<file path="config.mk">
export PLATFORM = sky130hd
export DESIGN_NAME = seg7_scan_mux
export DESIGN_NICKNAME = d
export VERILOG_FILES = /design/src/rtl/seg7_pkg.sv /design/src/rtl/seg7_decode.sv /design/src/rtl/seg7_scan_mux.sv
export SDC_FILE = /design/constraint.sdc
export NUM_CORES = 1
export LEC_CHECK = 0
export BUFFER_PORTS_ARGS = -buffer_cell sky130_fd_sc_hd__buf_2
export CAP_MARGIN = 10
export CORE_MARGIN = 2
export CORE_UTILIZATION = 57
export CTS_BUF_LIST = sky130_fd_sc_hd__clkbuf_2 sky130_fd_sc_hd__clkbuf_4 sky130_fd_sc_hd__clkbuf_8
export DETAILED_ROUTE_END_ITERATION = 6
export PLACE_DENSITY = 0.89
export REMOVE_ABC_BUFFERS = 1
export SLEW_MARGIN = 10
export SYNTH_ARGS = -nofsm -noshare
export SYNTH_HDL_FRONTEND = slang
export SYNTH_SLANG_ARGS = --single-unit
</file>
<file path="constraint.sdc">
create_clock -name clk -period 7.3 [get_ports clk]
set_clock_uncertainty 0.2 [all_clocks]
set_input_delay 0 -clock clk [delete_from_list [all_inputs] [get_ports clk]]
set_output_delay 0 -clock clk [all_outputs]
set_load 0.02 [all_outputs]
</file>
<file path="src/rtl/seg7_pkg.sv">
// rtl/seg7_pkg.sv - shared constants and segment lookup for the 7-segment scan driver
package seg7_pkg;

    localparam int BCD_W = 4;

    // Segment patterns, active-high, bit 6 = a ... bit 0 = g
    localparam logic [6:0] SEG_0     = 7'b1111110;
    localparam logic [6:0] SEG_1     = 7'b0110000;
    localparam logic [6:0] SEG_2     = 7'b1101101;
    localparam logic [6:0] SEG_3     = 7'b1111001;
    localparam logic [6:0] SEG_4     = 7'b0110011;
    localparam logic [6:0] SEG_5     = 7'b1011011;
    localparam logic [6:0] SEG_6     = 7'b1011111;
    localparam logic [6:0] SEG_7     = 7'b1110000;
    localparam logic [6:0] SEG_8     = 7'b1111111;
    localparam logic [6:0] SEG_9     = 7'b1111011;
    localparam logic [6:0] SEG_DASH  = 7'b0000001;
    localparam logic [6:0] SEG_BLANK = 7'b0000000;

    // Non-decimal codes render as a dash so bad data is visible rather than garbled
    function automatic logic [6:0] seg7_lut(input logic [BCD_W-1:0] d);
        case (d)
            4'd0:    return SEG_0;
            4'd1:    return SEG_1;
            4'd2:    return SEG_2;
            4'd3:    return SEG_3;
            4'd4:    return SEG_4;
            4'd5:    return SEG_5;
            4'd6:    return SEG_6;
            4'd7:    return SEG_7;
            4'd8:    return SEG_8;
            4'd9:    return SEG_9;
            default: return SEG_DASH;
        endcase
    endfunction

endpackage

</file>
<file path="src/rtl/seg7_decode.sv">
// rtl/seg7_decode.sv - combinational BCD digit to a-g segment decoder
module seg7_decode
    import seg7_pkg::*;
(
    input  logic [BCD_W-1:0] digit_i,
    output logic [6:0]       seg_o
);

    // Pure table lookup; blanking is handled by the caller
    always_comb begin
        seg_o = seg7_lut(digit_i);
    end

endmodule

</file>
<file path="src/rtl/seg7_scan_mux.sv">
// rtl/seg7_scan_mux.sv - frame-synchronous multiplexed 7-segment display driver
module seg7_scan_mux
    import seg7_pkg::*;
#(
    parameter int NUM_DIGITS = 4,
    parameter int CLK_DIV    = 50000
) (
    input  logic                        clk,
    input  logic                        rst_n,
    input  logic                        load,
    input  logic [BCD_W*NUM_DIGITS-1:0] bcd_in,
    input  logic                        blank_lz,
    output logic [6:0]                  seg,
    output logic [NUM_DIGITS-1:0]       an,
    output logic                        frame_done
);

    localparam int DISP_W = BCD_W * NUM_DIGITS;
    localparam int IDX_W  = $clog2(NUM_DIGITS);
    localparam int PC_W   = $clog2(CLK_DIV);
    localparam logic [IDX_W-1:0] LAST_IDX = IDX_W'(NUM_DIGITS - 1);
    localparam logic [PC_W-1:0]  LAST_PC  = PC_W'(CLK_DIV - 1);

    logic [PC_W-1:0]       pcnt_q, pcnt_d;
    logic [IDX_W-1:0]      idx_q, idx_d;
    logic [DISP_W-1:0]     pend_q, pend_d;
    logic                  pend_v_q, pend_v_d;
    logic [DISP_W-1:0]     disp_q, disp_d;
    logic [6:0]            seg_q, seg_d;
    logic [NUM_DIGITS-1:0] an_q, an_d;
    logic                  fd_q, fd_d;

    logic                  advance;
    logic                  boundary;
    logic                  commit;
    logic [NUM_DIGITS-1:0] lz_blank;
    logic                  zero_run;
    logic [BCD_W-1:0]      sel_digit;
    logic [6:0]            dec_seg;
    logic                  blank_sel;

    // Prescaler, digit index and frame-synchronous pending/display handoff
    always_comb begin
        advance  = (pcnt_q == LAST_PC);
        boundary = advance && (idx_q == LAST_IDX);
        pcnt_d   = advance ? '0 : pcnt_q + 1'b1;
        if (advance) begin
            idx_d = (idx_q == LAST_IDX) ? '0 : idx_q + 1'b1;
        end else begin
            idx_d = idx_q;
        end
        // The old pending value commits before a same-cycle load replaces it
        commit   = boundary && pend_v_q;
        disp_d   = commit ? pend_q : disp_q;
        pend_d   = load ? bcd_in : pend_q;
        pend_v_d = load | (pend_v_q & ~commit);
    end

    // Leading-zero map and digit select, both taken from the display value being entered
    always_comb begin
        lz_blank  = '0;
        zero_run  = 1'b1;
        sel_digit = '0;
        for (int k = NUM_DIGITS - 1; k >= 0; k--) begin
            zero_run    = zero_run & (disp_d[k*BCD_W +: BCD_W] == '0);
            lz_blank[k] = zero_run;
        end
        lz_blank[0] = 1'b0;
        for (int k = 0; k < NUM_DIGITS; k++) begin
            if (idx_d == IDX_W'(k)) begin
                sel_digit = disp_d[k*BCD_W +: BCD_W];
            end
        end
    end

    seg7_decode u_decode (
        .digit_i (sel_digit),
        .seg_o   (dec_seg)
    );

    // Output registers load only on an advance so an switches cleanly from one digit to the next
    always_comb begin
        blank_sel = blank_lz && lz_blank[idx_d];
        seg_d     = seg_q;
        an_d      = an_q;
        if (advance) begin
            seg_d = blank_sel ? SEG_BLANK : dec_seg;
            an_d  = blank_sel ? '0 : (NUM_DIGITS'(1) << idx_d);
        end
        fd_d = boundary;
    end

    // State registers with asynchronous clear; a reset drops any pending load
    always_ff @(posedge clk or negedge rst_n) begin
        if (!rst_n) begin
            pcnt_q   <= '0;
            idx_q    <= LAST_IDX;
            pend_q   <= '0;
            pend_v_q <= 1'b0;
            disp_q   <= '0;
            seg_q    <= '0;
            an_q     <= '0;
            fd_q     <= 1'b0;
        end else begin
            pcnt_q   <= pcnt_d;
            idx_q    <= idx_d;
            pend_q   <= pend_d;
            pend_v_q <= pend_v_d;
            disp_q   <= disp_d;
            seg_q    <= seg_d;
            an_q     <= an_d;
            fd_q     <= fd_d;
        end
    end

    assign seg        = seg_q;
    assign an         = an_q;
    assign frame_done = fd_q;

endmodule

</file>
Yosys cells after proc, flatten, opt, wreduce, memory -nomap -nowiden. Memory sizes are Yosys's and may differ from the RTL's. Cells that the tools add are included.

$add $sub $neg: 2. $mul: 0. Div/mod/pow operators: 0. $lt $le $gt $ge: 1. Equal/unequal tests: 5. Shifts and indexed selects: 1. Muxes and demuxes: 12. Bitwise gates (word level): 5. Reduce and logical (&&, ||, !) cells: 7.

Operators with widths (number): 2-to-1 mux 16 bit (2); 2-to-1 mux 4 bit (5); adder 16 x 1 -> 16 bit (second input constant) (1); equality test 16 bit (second input constant) (1); logical NOT 4 bit (3); 2-to-1 mux 7 bit (1); equality test 2 bit (second input constant) (3); 2-to-1 mux 2 bit (2); << shifter 1 x 2 -> 4 bit (first input constant) (1); bitwise AND 1 bit (3); logical AND 1 bit (3); less-than comparator 2 x 3 -> 1 bit (second input constant) (1); adder 2 x 1 -> 2 bit (second input constant) (1); binary-select mux 1 bit (select 2 bit) (1); equality test 2 x 1 -> 1 bit (second input constant) (1); logical NOT 2 bit (1); 2-to-1 mux 1 bit (1); NOT 1 bit (1); OR 1 bit (1).

Register bits after elaboration: 63. Latch bits: 0. Bits in writable memories: 0. Memory bits (read-only): 112. Input bits: 20. Output and inout port bits: 12. Memories kept: 1.

Memories: (no name shown) (depth 16, bits a word 7, read ports 1, clocked after Yosys merged registers in 0, write ports 0, RTL line seg7_pkg.sv:22) `case (d)`.

Depth between registers and ports, before layout.
Depth in word-level cells: 11. Gate-level depth with buffers: 14.

Modules after synthesis. From an unflattened synthesis, not the netlist that was laid out.

Cell total of the unflattened synthesis: 287. Area, all modules: 3181.8 µm².

By module, submodules not included: seg7_scan_mux (instances 1, cells each 258, area an instance 2954.1 µm²); seg7_decode (instances 1, cells each 29, area an instance 227.7 µm²).

Worst setup path before layout. No wires, ideal clock.

Kind: reg2reg. Start point: register idx_q[0]. End point: register seg_q[2] (netlist: seg[2]). Arrival time: 2791 ps. Path slack: 4233 ps. Cell stages (with the launch flop): 13. Path buffers: 2. Cells stage by stage: dfstp_2 -> ha_1 -> clkbuf_1 -> nand2_1 -> nor2_4 -> buf_4 -> mux2_2 -> mux2i_1 -> mux2_2 -> ha_1 -> inv_1 -> o41a_1 -> o21ai_1.

RTL lines: start: declaration (RTL line seg7_scan_mux.sv:25) `logic [IDX_W-1:0] idx_q, idx_d;`; start signal: assignment (RTL line seg7_scan_mux.sv:106) `idx_q <= idx_d;`; equality test 2 bit (RTL line seg7_scan_mux.sv:45) `boundary = advance && (idx_q == LAST_IDX);`; logical AND 1 bit (RTL line seg7_scan_mux.sv:45); logical AND 1 bit (RTL line seg7_scan_mux.sv:53) `commit = boundary && pend_v_q;`; 2-to-1 mux 16 bit (RTL line seg7_scan_mux.sv:54) `disp_d = commit ? pend_q : disp_q;`; via disp_d[0] (RTL line seg7_scan_mux.sv:28) `logic [DISP_W-1:0] disp_q, disp_d;`; 2-to-1 mux 4 bit (4 in series) (RTL line seg7_scan_mux.sv:70) `if (idx_d == IDX_W'(k)) begin`; memory (16 x 7 bit); 2-to-1 mux 7 bit (RTL line seg7_scan_mux.sv:87) `seg_d = blank_sel ? SEG_BLANK : dec_seg;`; end signal: assignment (RTL line seg7_scan_mux.sv:110) `seg_q <= seg_d;`; end: declaration (RTL line seg7_scan_mux.sv:29) `logic [6:0] seg_q, seg_d;`.

The timed path passes the listed nets, and every way through them passes these cells. The select of a mux whose other input is x is not followed. A chain may end at the register's enable or synchronous reset.

Final worst setup path.
Start point: register pcnt_q[0]. End point: register seg_q[2] (netlist: seg[2]).

Cells in the longest elaborated chain, start to end: 11.

RTL lines: start: declaration (RTL line seg7_scan_mux.sv:24) `logic [PC_W-1:0] pcnt_q, pcnt_d;`; start signal: assignment (RTL line seg7_scan_mux.sv:105) `pcnt_q <= pcnt_d;`; equality test 16 bit (*) (RTL line seg7_scan_mux.sv:44) `advance = (pcnt_q == LAST_PC);`; logical AND 1 bit (*) (RTL line seg7_scan_mux.sv:45); logical AND 1 bit (*) (RTL line seg7_scan_mux.sv:53); 2-to-1 mux 16 bit (*) (RTL line seg7_scan_mux.sv:54); via disp_d[11] (RTL line seg7_scan_mux.sv:28); logical NOT 4 bit (RTL line seg7_scan_mux.sv:65) `zero_run = zero_run & (disp_d[k*BCD_W +: BCD_W] == '0);`; bitwise AND 1 bit (2 in series) (RTL line seg7_scan_mux.sv:65); binary-select mux 1 bit (select 2 bit) (RTL line seg7_scan_mux.sv:83) `blank_sel = blank_lz && lz_blank[idx_d];`; 2-to-1 mux 1 bit (implied by the code) (RTL line seg7_scan_mux.sv:83); logical AND 1 bit (RTL line seg7_scan_mux.sv:83); 2-to-1 mux 7 bit (*) (RTL line seg7_scan_mux.sv:87).

Mark *: on every way through the listed nets, which the timed path passes. The rest lies on a longest branch. The select of a mux whose other input is x is not followed.

==> impl_metrics.tcl <==
set metrics [dict create \
    grt_first_pass_wirelength_um 12010 \
    static-leakage-power_uw 0.001840 \
    tns_ns 0 \
    detail_route.iter0.violations 151 \
    die_x_um 78.10 \
    final_area_mm2 0.003870 \
    synth_async_sr_flop_share 1.000 \
    drt-wirelength-per-cell_um 16.67 \
    ctsLongestPathBuffers 2 \
    status "completed" \
    cts_tree "done" \
    cp_slowest_cell "sky130_fd_sc_hd__nand4_2" \
    critPathMostFrequentCell "sky130_fd_sc_hd__mux2_2" \
    globalRoute.totalOverflow 0 \
    mappedNetlistArea_mm2 0.003129 \
    worstPathCellList "ha_1 > and3_1 > nand4_2 > nor2_4 > mux2_2 > mux2_2 > mux2_2 > o41a_1 > o21ai_1" \
    via_count_of_the_first_global_routing_pass 2529 \
    worst_pin_slew_ns 0.7788 \
    setup_repair_after_global_routing_missed_its_margin "false" \
    post_route_cells_drive_above_1_share 0.2614 \
    ctsHoldBuffers 35 \
    htreeDepth 3 \
    arrival_ns 3.90 \
    fp.dieH_um 78.10 \
    num_ports 32 \
    sw_frac_of_total 0.2170 \
    cts_repair_resize_count 0 \
    r2r_slack_ns 3.48 \
    root_buffer "sky130_fd_sc_hd__clkbuf_8" \
    vias 2418 \
    setup_viol_count_final 0 \
    post_cts_buffers 0 \
    worst_ep_required_time_ns 7.38 \
    power_report.internal_total_uw 545.8 \
    start_util 0.6012 \
    clkTransAtPathRegs_ns 0.07 \
    combinationalPowerShare 0.070 \
    final_min_period_over_clock_period 0.5231 \
    synth.avg_cell_area_um2 11.18 \
    hold_ws_ns 0.1438 \
    antenna_found_initial 0 \
    power_per_cell_area_mw_per_mm2 180.1 \
    antenna-diode-count 0 \
    synth.ff_latch_count 63 \
    share_seq_of_total_power 0.525 \
    core-area_mm2 0.005205 \
    grt_max_degree 64 \
    postSynthCellCount 280 \
    crit_fanout 26 \
    max_clock_freq_mhz 261.9 \
    globalRouteTotalUtil 0.2580 \
    routed_wirelength_um 7033 \
    classification_of_the_worst_slack_hold_path "input port to asynchronous set/reset pin" \
    cap_violations 0 \
    routabilityCongestion 0.9036 \
    floorplan.rows 26 \
    ys.flop_type "sky130_fd_sc_hd__dfrtp_1" \
    synth_seq_area_share 0.5046 \
    timing.critical_path.to_type "flop" \
    hpwl_um 4508 \
    average_vias_per_placed_instance 5.730 \
    highest_cell_delay_on_the_worst_timing_path_ns 0.60 \
    port_buffers 31 \
    period_needed_ns 3.819 \
    ant_nets 0 \
    final_net_count 374 \
    clockPowerShare 0.405 \
    cts-buffers-inserted 9 \
    net-switching-power_uw 151.3 \
    setup.worst_path.class "flop to flop" \
    maxSlewViolCount 0 \
    syn2layout_area_growth_pct 23.67 \
    synth-warning-count 0 \
    tritoncts_num_sinks 63 \
    synth_cell_types 48 \
    drt_first_pass_iters 4 \
    hold_violations 0 \
    die_area_mm2 0.006099 \
    peakVddDrop_mv 0.1653 \
    critPathLaunchType "flop" \
    dpl-instance-area_mm2 0.003333 \
    synth_edf_count 0 \
    worstSkewPairLatency_ns 0.35 \
    drc 0 \
    total_power_uw 697.1 \
    relSlewSlack 0.4808 \
]
## registers in the layout, indices dropped and copies added (netlist names)
signal and cells:
disp_q 16, pcnt_q 16, pend_q 16, seg 7
an 4, idx_q 2, frame_done 1, pend_v_q 1
## logic make-up after synthesis
group	after synthesis	synth area share
flip-flops	63	0.5046
AND/OR/NAND/NOR	96	0.1687
AO/OA/AOI/OAI	38	0.07917
multiplexers	44	0.1571
XOR/XNOR	14	0.03919
buffers and inverters	18	0.02319
adder cells (fa/ha/maj)	7	0.02799
## power by group through the flow
stage          Sequential (uW)  Combinational [uW]  Clock (uW)
6_report                   366                49.0         282
2_1_floorplan              369                12.0           0
5_1_grt                    366                54.3         306
3_5_place_dp               372                27.3           0
3_3_place_gp               372                26.1           0
4_1_cts                    366                47.6         289
## stage by stage
| step | std cells | setup WS [ns] | utilization |
|---|---|---|---|
| 2_1_floorplan | 269 | 4.007 | - |
| 3_3_place_gp | 371 | 3.669 | 0.6404 |
| 3_5_place_dp | 371 | 3.521 | 0.6404 |
| 4_1_cts | 422 | 3.505 | 0.7435 |
| 5_1_grt | 422 | 3.203 | 0.7435 |
| 6_report | 422 | 3.481 | 0.7435 |
## routing by layer
layer | vias up | track usage | wire length (um) | part of all wire
met3 | 22 | 0.08736 | 363 | 0.052
met4 | 0 | 0.1246 | 232 | 0.033
met1 | 1174 | 0.3107 | 2874 | 0.41
met2 | 92 | 0.4172 | 3563 | 0.51
met5 | - | 0 | 0 | 0
li1 | 1130 | - | - | -
## cell type report
cell class / instances / area [um^2]
multi-input combinational: 199 / 1478
clock buffer: 15 / 181.4
tap: 70 / 87.58
fill: 356 / 1335
sequential: 63 / 1579
inverter: 7 / 26.28
clock inverter: 1 / 5.005
timing repair buffer: 67 / 513.0
## Yosys cell counts (2+ instances only)
cell                       number  area share
sky130_fd_sc_hd__nor2b_1        3      0.0060
sky130_fd_sc_hd__nand2b_1       3      0.0060
sky130_fd_sc_hd__inv_2          2      0.0024
sky130_fd_sc_hd__xnor2_1        5       0.014
sky130_fd_sc_hd__mux2i_1       12       0.038
sky130_fd_sc_hd__clkbuf_1       7      0.0084
sky130_fd_sc_hd__nor3_1         4      0.0064
sky130_fd_sc_hd__nand4_1        6       0.012
sky130_fd_sc_hd__xor2_1         9       0.025
sky130_fd_sc_hd__mux2_2        31        0.11
sky130_fd_sc_hd__dfrtp_1       61        0.49
sky130_fd_sc_hd__and2_1         3      0.0060
sky130_fd_sc_hd__a21oi_1        5      0.0080
sky130_fd_sc_hd__nor2_1        21       0.025
sky130_fd_sc_hd__ha_1           7       0.028
sky130_fd_sc_hd__o21ai_1        7       0.011
sky130_fd_sc_hd__o21ai_0       12       0.019
sky130_fd_sc_hd__dfstp_2        2       0.017
sky130_fd_sc_hd__buf_1          2      0.0024
sky130_fd_sc_hd__nand2_1       25       0.030
sky130_fd_sc_hd__and3_1         6       0.012
sky130_fd_sc_hd__nor4_1         4      0.0080
sky130_fd_sc_hd__inv_1          5      0.0060
sky130_fd_sc_hd__nand3_1       12       0.019
sky130_fd_sc_hd__a211oi_1       3      0.0072
## worst max-delay path: cells and delay by family (launching register included)
family	cells	cell delay (ns)
and+or+nand+nor	3	1.53
muxes	3	1.02
adders and majority gates	1	0.18
DFF	1	0.36
AOI/OAI and AO/OA	2	0.45
## layout by cell type, fill, tap and decap left out, types with 2 or more instances in the layout
cell                            Yosys  layout
sky130_fd_sc_hd__a211oi_1           3       3
sky130_fd_sc_hd__a21oi_1            5       5
sky130_fd_sc_hd__and2_1             3       3
sky130_fd_sc_hd__and3_1             6       6
sky130_fd_sc_hd__buf_2              1      31
sky130_fd_sc_hd__clkbuf_4           0       4
sky130_fd_sc_hd__clkbuf_8           0      11
sky130_fd_sc_hd__dfrtp_1           61      61
sky130_fd_sc_hd__dfstp_2            2       2
sky130_fd_sc_hd__dlygate4sd3_1      0      35
sky130_fd_sc_hd__ha_1               7       7
sky130_fd_sc_hd__inv_1              5       5
sky130_fd_sc_hd__inv_2              2       2
sky130_fd_sc_hd__mux2_2            31      31
sky130_fd_sc_hd__mux2i_1           12      12
sky130_fd_sc_hd__nand2_1           25      25
sky130_fd_sc_hd__nand2b_1           3       3
sky130_fd_sc_hd__nand3_1           12      12
sky130_fd_sc_hd__nand4_1            6       6
sky130_fd_sc_hd__nor2_1            21      21
sky130_fd_sc_hd__nor2b_1            3       3
sky130_fd_sc_hd__nor3_1             4       4
sky130_fd_sc_hd__nor4_1             4       4
sky130_fd_sc_hd__o21ai_0           12      12
sky130_fd_sc_hd__o21ai_1            7       7
sky130_fd_sc_hd__xnor2_1            5       5
sky130_fd_sc_hd__xor2_1             9       9
## worst paths after layout
check	cells past startpoint	end	startpoint
setup / recovery	9	seg[2]	pcnt_q[0]
hold / removal	3	pcnt_q[5]	rst_n
setup reg to reg	9	seg[2]	pcnt_q[0]
hold reg to reg	1	pcnt_q[0]	pcnt_q[0]
max in group asynchronous	3	seg[3]	rst_n
min in group clk	1	pcnt_q[0]	pcnt_q[0]
Power figures use the tool's default switching activity.
